$ cat src/rtl/fpu_sum_normalize.sv
// Post-addition normalizer for the FP32 FMA datapath: 2-stage valid/ready pipeline.
// Define FPU_NORM_SUBNORMAL_EN to produce subnormals on underflow; default flushes to zero.
module fpu_sum_normalize (
    input  logic        clk,
    input  logic        rst,
    input  logic        in_valid,
    output logic        in_ready,
    input  logic [48:0] sum,
    input  logic [8:0]  exp_in,
    input  logic        sticky_in,
    input  logic        sign_in,
    output logic        out_valid,
    input  logic        out_ready,
    output logic [23:0] mant,
    output logic        guard,
    output logic        round,
    output logic        sticky,
    output logic [9:0]  exp_out,
    output logic        sign_out,
    output logic        zero,
    output logic        overflow,
    output logic        underflow
);

    typedef struct packed {
        logic [48:0] sum;
        logic [8:0]  exp;
        logic        sticky;
        logic        sign;
        logic [5:0]  lzc;
    } s1_t;

    logic [2:1] vld_pipe;
    logic       s1_adv, s2_adv;
    logic [5:0] in_lzc;
    s1_t        s1;

    assign s2_adv    = !vld_pipe[2] | out_ready;
    assign s1_adv    = !vld_pipe[1] | s2_adv;
    assign in_ready  = s1_adv;
    assign out_valid = vld_pipe[2];

    // Highest set bit wins because it is visited last.
    always_comb begin
        in_lzc = 6'd48;
        for (int i = 0; i < 48; i++)
            if (sum[i]) in_lzc = 6'(47 - i);
    end

    logic               c_carry, c_zero_sum, c_uf;
    logic signed [9:0]  c_exp_s;
    logic [5:0]         c_sh;
    logic [47:0]        c_s, c_v;
    logic [23:0]        n_mant;
    logic               n_g, n_r, n_st, n_zero, n_uf, n_ovf;
    logic [9:0]         n_exp;

    always_comb begin
        c_carry    = s1.sum[48];
        c_zero_sum = (s1.sum == 49'd0);
        c_exp_s    = $signed({1'b0, s1.exp}) - $signed({4'b0, s1.lzc});
        c_uf       = !c_carry && !c_zero_sum && (c_exp_s < 10'sd1);
        c_sh       = s1.lzc;
`ifdef FPU_NORM_SUBNORMAL_EN
        // Stop shifting once the exponent would reach the subnormal boundary.
        if (c_uf) c_sh = (s1.exp == 9'd0) ? 6'd0 : 6'(s1.exp - 9'd1);
`endif
        c_s        = s1.sum[47:0] << c_sh;
        c_v        = s1.sum[48:1];

        n_mant = '0;
        n_g    = 1'b0;
        n_r    = 1'b0;
        n_st   = 1'b0;
        n_exp  = '0;
        n_zero = 1'b0;
        n_uf   = 1'b0;
        if (c_carry) begin
            n_mant = c_v[47:24];
            n_g    = c_v[23];
            n_r    = c_v[22];
            n_st   = |c_v[21:0] | s1.sum[0] | s1.sticky;
            n_exp  = {1'b0, s1.exp} + 10'd1;
        end else if (c_zero_sum) begin
            n_st   = s1.sticky;
            n_zero = !s1.sticky;
        end else if (c_uf) begin
            n_uf = 1'b1;
`ifdef FPU_NORM_SUBNORMAL_EN
            n_mant = c_s[47:24];
            n_g    = c_s[23];
            n_r    = c_s[22];
            n_st   = |c_s[21:0] | s1.sticky;
            n_zero = ~|{n_mant, n_g, n_r, n_st};
`else
            n_zero = 1'b1;
`endif
        end else begin
            n_mant = c_s[47:24];
            n_g    = c_s[23];
            n_r    = c_s[22];
            n_st   = |c_s[21:0] | s1.sticky;
            n_exp  = 10'(c_exp_s);
        end
        n_ovf = (n_exp >= 10'd255);
    end

    always_ff @(posedge clk) begin
        if (rst) begin
            vld_pipe  <= '0;
            mant      <= '0;
            guard     <= 1'b0;
            round     <= 1'b0;
            sticky    <= 1'b0;
            exp_out   <= '0;
            sign_out  <= 1'b0;
            zero      <= 1'b0;
            overflow  <= 1'b0;
            underflow <= 1'b0;
        end else begin
            if (s1_adv) begin
                vld_pipe[1] <= in_valid;
                if (in_valid)
                    s1 <= '{sum: sum, exp: exp_in, sticky: sticky_in, sign: sign_in, lzc: in_lzc};
            end
            if (s2_adv) begin
                vld_pipe[2] <= vld_pipe[1];
                if (vld_pipe[1]) begin
                    mant      <= n_mant;
                    guard     <= n_g;
                    round     <= n_r;
                    sticky    <= n_st;
                    exp_out   <= n_exp;
                    sign_out  <= s1.sign;
                    zero      <= n_zero;
                    overflow  <= n_ovf;
                    underflow <= n_uf;
                end
            end
        end
    end

endmodule

$ cat config.mk
export PLATFORM = sky130hd
export DESIGN_NAME = fpu_sum_normalize
export DESIGN_NICKNAME = d
export VERILOG_FILES = /design/src/rtl/fpu_sum_normalize.sv
export SDC_FILE = /design/constraint.sdc
export NUM_CORES = 1
export LEC_CHECK = 0
export CAP_MARGIN = 40
export CELL_PAD_IN_SITES_DETAIL_PLACEMENT = 1
export CELL_PAD_IN_SITES_GLOBAL_PLACEMENT = 1
export CORE_ASPECT_RATIO = 1.2
export CORE_UTILIZATION = 51
export CTS_BUF_LIST = sky130_fd_sc_hd__clkbuf_2
export DETAILED_ROUTE_END_ITERATION = 8
export DONT_BUFFER_PORTS = 1
export GPL_TIMING_DRIVEN = 0
export PLACE_DENSITY_LB_ADDON = 0.1
export SYNTH_ARGS = -nofsm -noshare
export SYNTH_HDL_FRONTEND = slang
export SYNTH_SLANG_ARGS = --single-unit
$ cat constraint.sdc
create_clock -name clk -period 3.9 [get_ports clk]
set_input_delay 0.39 -clock clk [delete_from_list [all_inputs] [get_ports clk]]
set_output_delay 0.39 -clock clk [all_outputs]
set_load 0.01 [all_outputs]
; ---- After elaboration in Yosys (flattened, before gate mapping)
; Index checks and enable logic that the tools add are counted.
; Widths: inputs -> output; s select.
[totals]
reg_bits = 109
wordCells = 116
output_inout_bits = 43
[classes]
magnitude_cmp = 2
bitwise = 6
reduce_logical = 17
muxes = 67
shifts = 1
addsub = 2
[op_table]
columns = cell, n
row1 = $mux 6, 15
row2 = $mux 5, 17
row3 = $mux 24, 3
row4 = $logic_not 49->1, 1
row5 = $shl 48x6->48, 1
row6 = $reduce_or 22->1, 2
row7 = $mux 4, 8
row8 = $reduce_or 32->1, 1
row9 = $mux 10, 3
row10 = $reduce_or 16->1, 1
row11 = $mux 1, 15
row12 = $mux 3, 4
row13 = $add 9x1->10 const B, 1
row14 = $ge 10x8->1 const B, 1
row15 = $lt 10x2->1 const B, 1
row16 = $sub 9x6->10, 1
row17 = $reduce_or 8->1, 1
row18 = $logic_not 1->1, 5
row19 = $or 1x1->1, 5
row20 = $mux 2, 2
row21 = $reduce_or 4->1, 1
row22 = $reduce_and 3->1, 1
row23 = $logic_and 1x1->1, 2
row24 = $reduce_and 2->1, 1
row25 = other kinds (2), 2

; ---- Logic depth before layout (Yosys ltp)
[logic_depth]
ltp_word = 47
depth_mapped = 16
depth_no_buf = 11

; ---- Worst setup path after synthesis
; OpenSTA, ideal clock, no wires.
[synth_path]
path_kind = reg2reg
startpoint = register s1, in the netlist c_sh[2]
endpoint = register mant[12]
setup_slack_ps = 554
setup_ps = 86
t_arrival_ps = 3261
t_required_ps = 3814
n_path_buf = 5
stages_incl_launch_ff = 15
cell_sequence = edfxtp_1 > buf_2 > clkinv_1 > buf_1 > buf_2 > ha_1 > o21ai_0 > a21oi_1 > o31a_1 > o311a_1 > a31o_1 > buf_4 > buf_2 > a2bb2oi_1 > a211oi_1
[synth_between]
elab_chain_cells = 6
word_cells_on_any_way = 7
cone_classes = 1 x add/sub / 1 x order compare / 1 x shift / 3 x mux / 1 x reduce/logical
[synth_rtl]
columns = item, line
row1 = from (decl), 36  ; s1_t s1;
row2 = from (signal assigned), 124  ; s1 <= '{sum: sum, exp: exp_in, sticky: sticky_in, sign: sign_in, lzc: in_lzc};
row3 = $sub 9x6->10, 61  ; c_exp_s = $signed({1'b0, s1.exp}) - $signed({4'b0, s1.lzc});
row4 = $lt 10x2->1, 62  ; c_uf = !c_carry && !c_zero_sum && (c_exp_s < 10'sd1);
row5 = $logic_and 1x1->1, 62
row6 = $mux 24 (*), 87  ; end else if (c_uf) begin
row7 = $mux 24 (*), 84  ; end else if (c_zero_sum) begin
row8 = $mux 24 (*), 78  ; if (c_carry) begin
row9 = to (signal assigned), 129  ; mant <= n_mant;
row10 = to (decl), 14  ; output logic [23:0] mant,
; Every way passes the cells marked *; elsewhere a longest branch is shown, timed or not.
; A chain may end at the register's enable or synchronous reset.

; ---- Worst setup path after layout
[layout_path]
startpoint = register s1, in the netlist c_sh[3]
endpoint = register mant[9]
; The elaborated chain is that of the path after synthesis.

==> impl_metrics.toml <==
[cells_and_area]
stdcell_count = 1045
drive_above_1_share = 0.119
nFillCells = 1600
syn2layout_area_growth_pct = 13.9
nNetsFinal = 935
final_cell_area_um2 = 8540

[hold_path]
hold_path.class = "input port to register"
min_to = "c_sh[3]$_SDFFCE_PP0P_"
holdPathStages = 3
min_from = "sum[44]"

[critical_path]
r2r_slack_ns = 0.12
cpMaxStageDelayCell = "edfxtp_1"
slowest_delay_ns = 0.65
timing.rr.end = "mant[9]$_SDFFE_PP0P_"
startpoint_type = "register"
crit_fanout = 19
crit_arrival_ns = 4.37
cpMostUsedCell = "a21oi_1"
path_delay_family = "compound AO/OA/AOI/OAI gates"
worstPathRequired_ns = 4.49
crit_chain = "inv_2 -> ha_1 -> o21ai_0 -> a21oi_1 -> o31a_1 -> o311a_1 -> a31o_1 -> buf_4 -> buf_2 -> a21oi_1 -> o21ai_1 -> a211oi_1"
path_buf_inv = 3
end_kind = "register"
rr_worst_depth = 12
r2r_start = "c_sh[3]$_SDFFCE_PP0P_"
worstSetupPathType = "register to register"

[global_routing]
grt_max_degree = 45
grt-ovfl-total = 0
antenna_found_initial = 2
first_global_vias = 7755
grt_pass1_wl_um = 46500
grt.total_usage = 0.413

[cts]
cts.clk_slew.worst_paths_ns = 0.35
root_buffer = "clkbuf_2"
clock-sinks = 109
cts_tree = "built"
cts.htree.levels = 3
cts_made_buffers = 9
insertion_delay_ns = 0.70
cts_max_path_buffers = 2

[routing]
vias = 7619
remaining_drc_errors = 0
drtIter0Drc = 889
firstDrtPassIters = 5
highest_layer = "met4"
viasPerCell = 7.29
routed_wl_um = 31500
wl_met1_um = 11500
routed-wl-met2_um = 15000
wl_met3_um = 3160
ant_nets = 0
wl_per_cell_um = 30.1

[power_and_ir_drop]
ir_worst_vdd_uv = 230
leakagePower_nw = 3.08
power_density_nw_per_um2 = 293

[synthesis]
yosys.area_share.simple = 0.185
postSynthAreaPerCell_um2 = 9.51
synth_seq_cells = 109
synth_common_cells = "109 x nor2_1, 101 x nand2_1, 66 x edfxtp_1"
synth_top_family_by_area = "multiplexers"
ys_types = 68
synth-compound-area-share = 0.171
synth-xor-area-share = 0.0140
synth_edf_count = 66
synthAdderAreaFrac = 0.0144
synth-seq-area-share = 0.379
syn-num-nets = 860
syn_inst = 788
synthMuxAreaShare = 0.194
synth_most_common_cell = "nor2_1"
netlist_area_um2 = 7500
synth_top_cell_by_area = "edfxtp_1"
synth.area.top_cells = "edfxtp_1 26%, mux4_2 13%, dfxtp_1 11%"
ys.flop_type = "edfxtp_1"
yosys_warnings = 0
synth-async-reset-ratio = 0
synth_top_area_frac = 0.264

[sta]
maxSlewViolCount = 0
finalHoldWorstSlack_ns = 0.0322
fin_crit_sh = 0.970
slew-limit-headroom = 0.430
finClkSkew_ns = 0.0533
finalHoldViolCount = 0
post-route-min-period_ns = 3.78
final-setup-viol-count = 0
max_slew.worst_pin.slew_ns = 0.847
grt_setup_unrepaired = "false"
fmax_mhz = 264

[status]
status = "finished, final reports clean"

[floorplan]
num_rows = 48
start_util = 0.522
die_h_um = 135
core_um2 = 14400
die_w_um = 113
num_io_pins = 107
dieArea_um2 = 15200

[placed_design]
dp_cells = 964
port_buffers = 0
placed_area_um2 = 7740
dp_hpwl_um = 21400
gp_congestion = 0.939

[run]
cap_viol_max_count = 0
[power breakdown]
group | switching [W] | internal, W | leakage, nW
Combinational | 0.000321 | 0.000240 | 2.02
Sequential | 0.0000864 | 0.00129 | 0.980
Clock | 0.000441 | 0.000129 | 0.0757
Total | 0.000849 | 0.00166 | 3.08
[final cells by class]
cell class | instances | area (um^2) | share of cell area
Tap cell | 175 | 219 | 0.0256
Inverter | 19 | 76.3 | 0.00894
Multi-Input combinational cell | 609 | 4350 | 0.509
Clock buffer | 9 | 45.0 | 0.00527
Antenna cell | 2 | 5.00 | 0.000586
Buffer | 44 | 226 | 0.0265
Timing Repair Buffer | 71 | 711 | 0.0832
Clock inverter | 7 | 68.8 | 0.00806
Sequential cell | 109 | 2840 | 0.333
[flip-flops by register name, indices dropped and copies added (netlist names)]
register and flops:
c_sh 6, underflow 1, mant 24, guard 1, round 1, c_carry 1, overflow 1, vld_pipe 2
c_v 47, exp_out 10, sign_out 1, s1 12, sticky 1, zero 1
[routing by layer]
layer | track usage | vias up
li1 | - | 3163
met1 | 0.521 | 3712
met2 | 0.694 | 619
met3 | 0.0673 | 125
met4 | 0.202 | 0
met5 | 0 | -
[how the worst max path moves through the flow]
stage,startpoint,end,slack (ns),depth (start not counted)
6_report,c_sh[3]$_SDFFCE_PP0P_,mant[9]$_SDFFE_PP0P_,0.12,12
5_1_grt,c_sh[3]$_SDFFCE_PP0P_,mant[9]$_SDFFE_PP0P_,0.08,12
4_1_cts,c_sh[1]$_SDFFCE_PP0P_,mant[9]$_SDFFE_PP0P_,0.08,15
3_5_place_dp,c_sh[2]$_SDFFCE_PP0P_,mant[10]$_SDFFE_PP0P_,-0.37,14
3_3_place_gp,c_sh[3]$_SDFFCE_PP0P_,mant[10]$_SDFFE_PP0P_,-0.23,13
2_1_floorplan,c_sh[2]$_SDFFCE_PP0P_,mant[12]$_SDFFE_PP0P_,0.55,14
[worst reg2reg max path, stage by stage (launching register included)]
cell and delay, ns:
edfxtp_1 0.65, inv_2 0.44, ha_1 0.41, o21ai_0 0.14, a21oi_1 0.12, o31a_1 0.32, o311a_1 0.40, a31o_1 0.24
buf_4 0.19, buf_2 0.21, a21oi_1 0.14, o21ai_1 0.14, a211oi_1 0.28
[metrics by stage]
step / power, W / utilization / setup slack [ns] / setup TNS (ns)
2_1_floorplan: 0.00171 / - / 0.554 / 0
3_3_place_gp: 0.00184 / 0.537 / -0.231 / -0.534
3_5_place_dp: 0.00186 / 0.539 / -0.365 / -3.10
4_1_cts: 0.00244 / 0.591 / 0.0752 / 0
5_1_grt: 0.00257 / 0.595 / 0.0778 / 0
6_report: 0.00251 / 0.595 / 0.118 / 0
[timing repair]
action | in CTS | in global routing
hold buffers | 63 | 3
gates resized for setup | 5 | 3
hold endpoints to repair | 65 | 2
pin swaps | 0 | 0
endpoints found under the setup margin | 25 | 21
setup buffers | 0 | 4
[placed cells by master, fill, tap and decap left out, types with 4 or more instances in the layout]
cell | synthesis | final
inv_1 | 16 | 16
o31ai_1 | 5 | 5
o22ai_1 | 10 | 10
a21oi_1 | 59 | 59
mux2_2 | 12 | 12
buf_2 | 8 | 4
nand2_1 | 101 | 101
xor2_1 | 5 | 5
dfxtp_1 | 43 | 43
a2bb2oi_1 | 7 | 7
nand4_1 | 6 | 6
edfxtp_1 | 66 | 66
clkbuf_1 | 27 | 25
dlygate4sd3_1 | 0 | 66
nor2_1 | 109 | 109
ha_1 | 7 | 7
a221oi_1 | 8 | 8
o32ai_1 | 4 | 4
a211oi_1 | 21 | 20
a31oi_1 | 8 | 8
o21ai_0 | 24 | 24
nor3_1 | 26 | 26
clkbuf_2 | 0 | 9
o21ai_1 | 10 | 10
mux4_2 | 44 | 44
and3_1 | 6 | 6
buf_4 | 7 | 9
nand2b_1 | 7 | 7
nor4_1 | 20 | 20
xnor2_1 | 7 | 7
o21bai_1 | 5 | 5
buf_1 | 7 | 5
nand3_1 | 15 | 15
mux2i_1 | 25 | 25
[kinds of logic after synthesis]
kind of cell / count (synthesis)
flops: 109
xor+xnor: 12
compound gates: 195
mux: 84
buf+inv: 70
simple gates: 310
fa+ha+maj: 8
No activity file was read; power rests on OpenSTA's default activity.
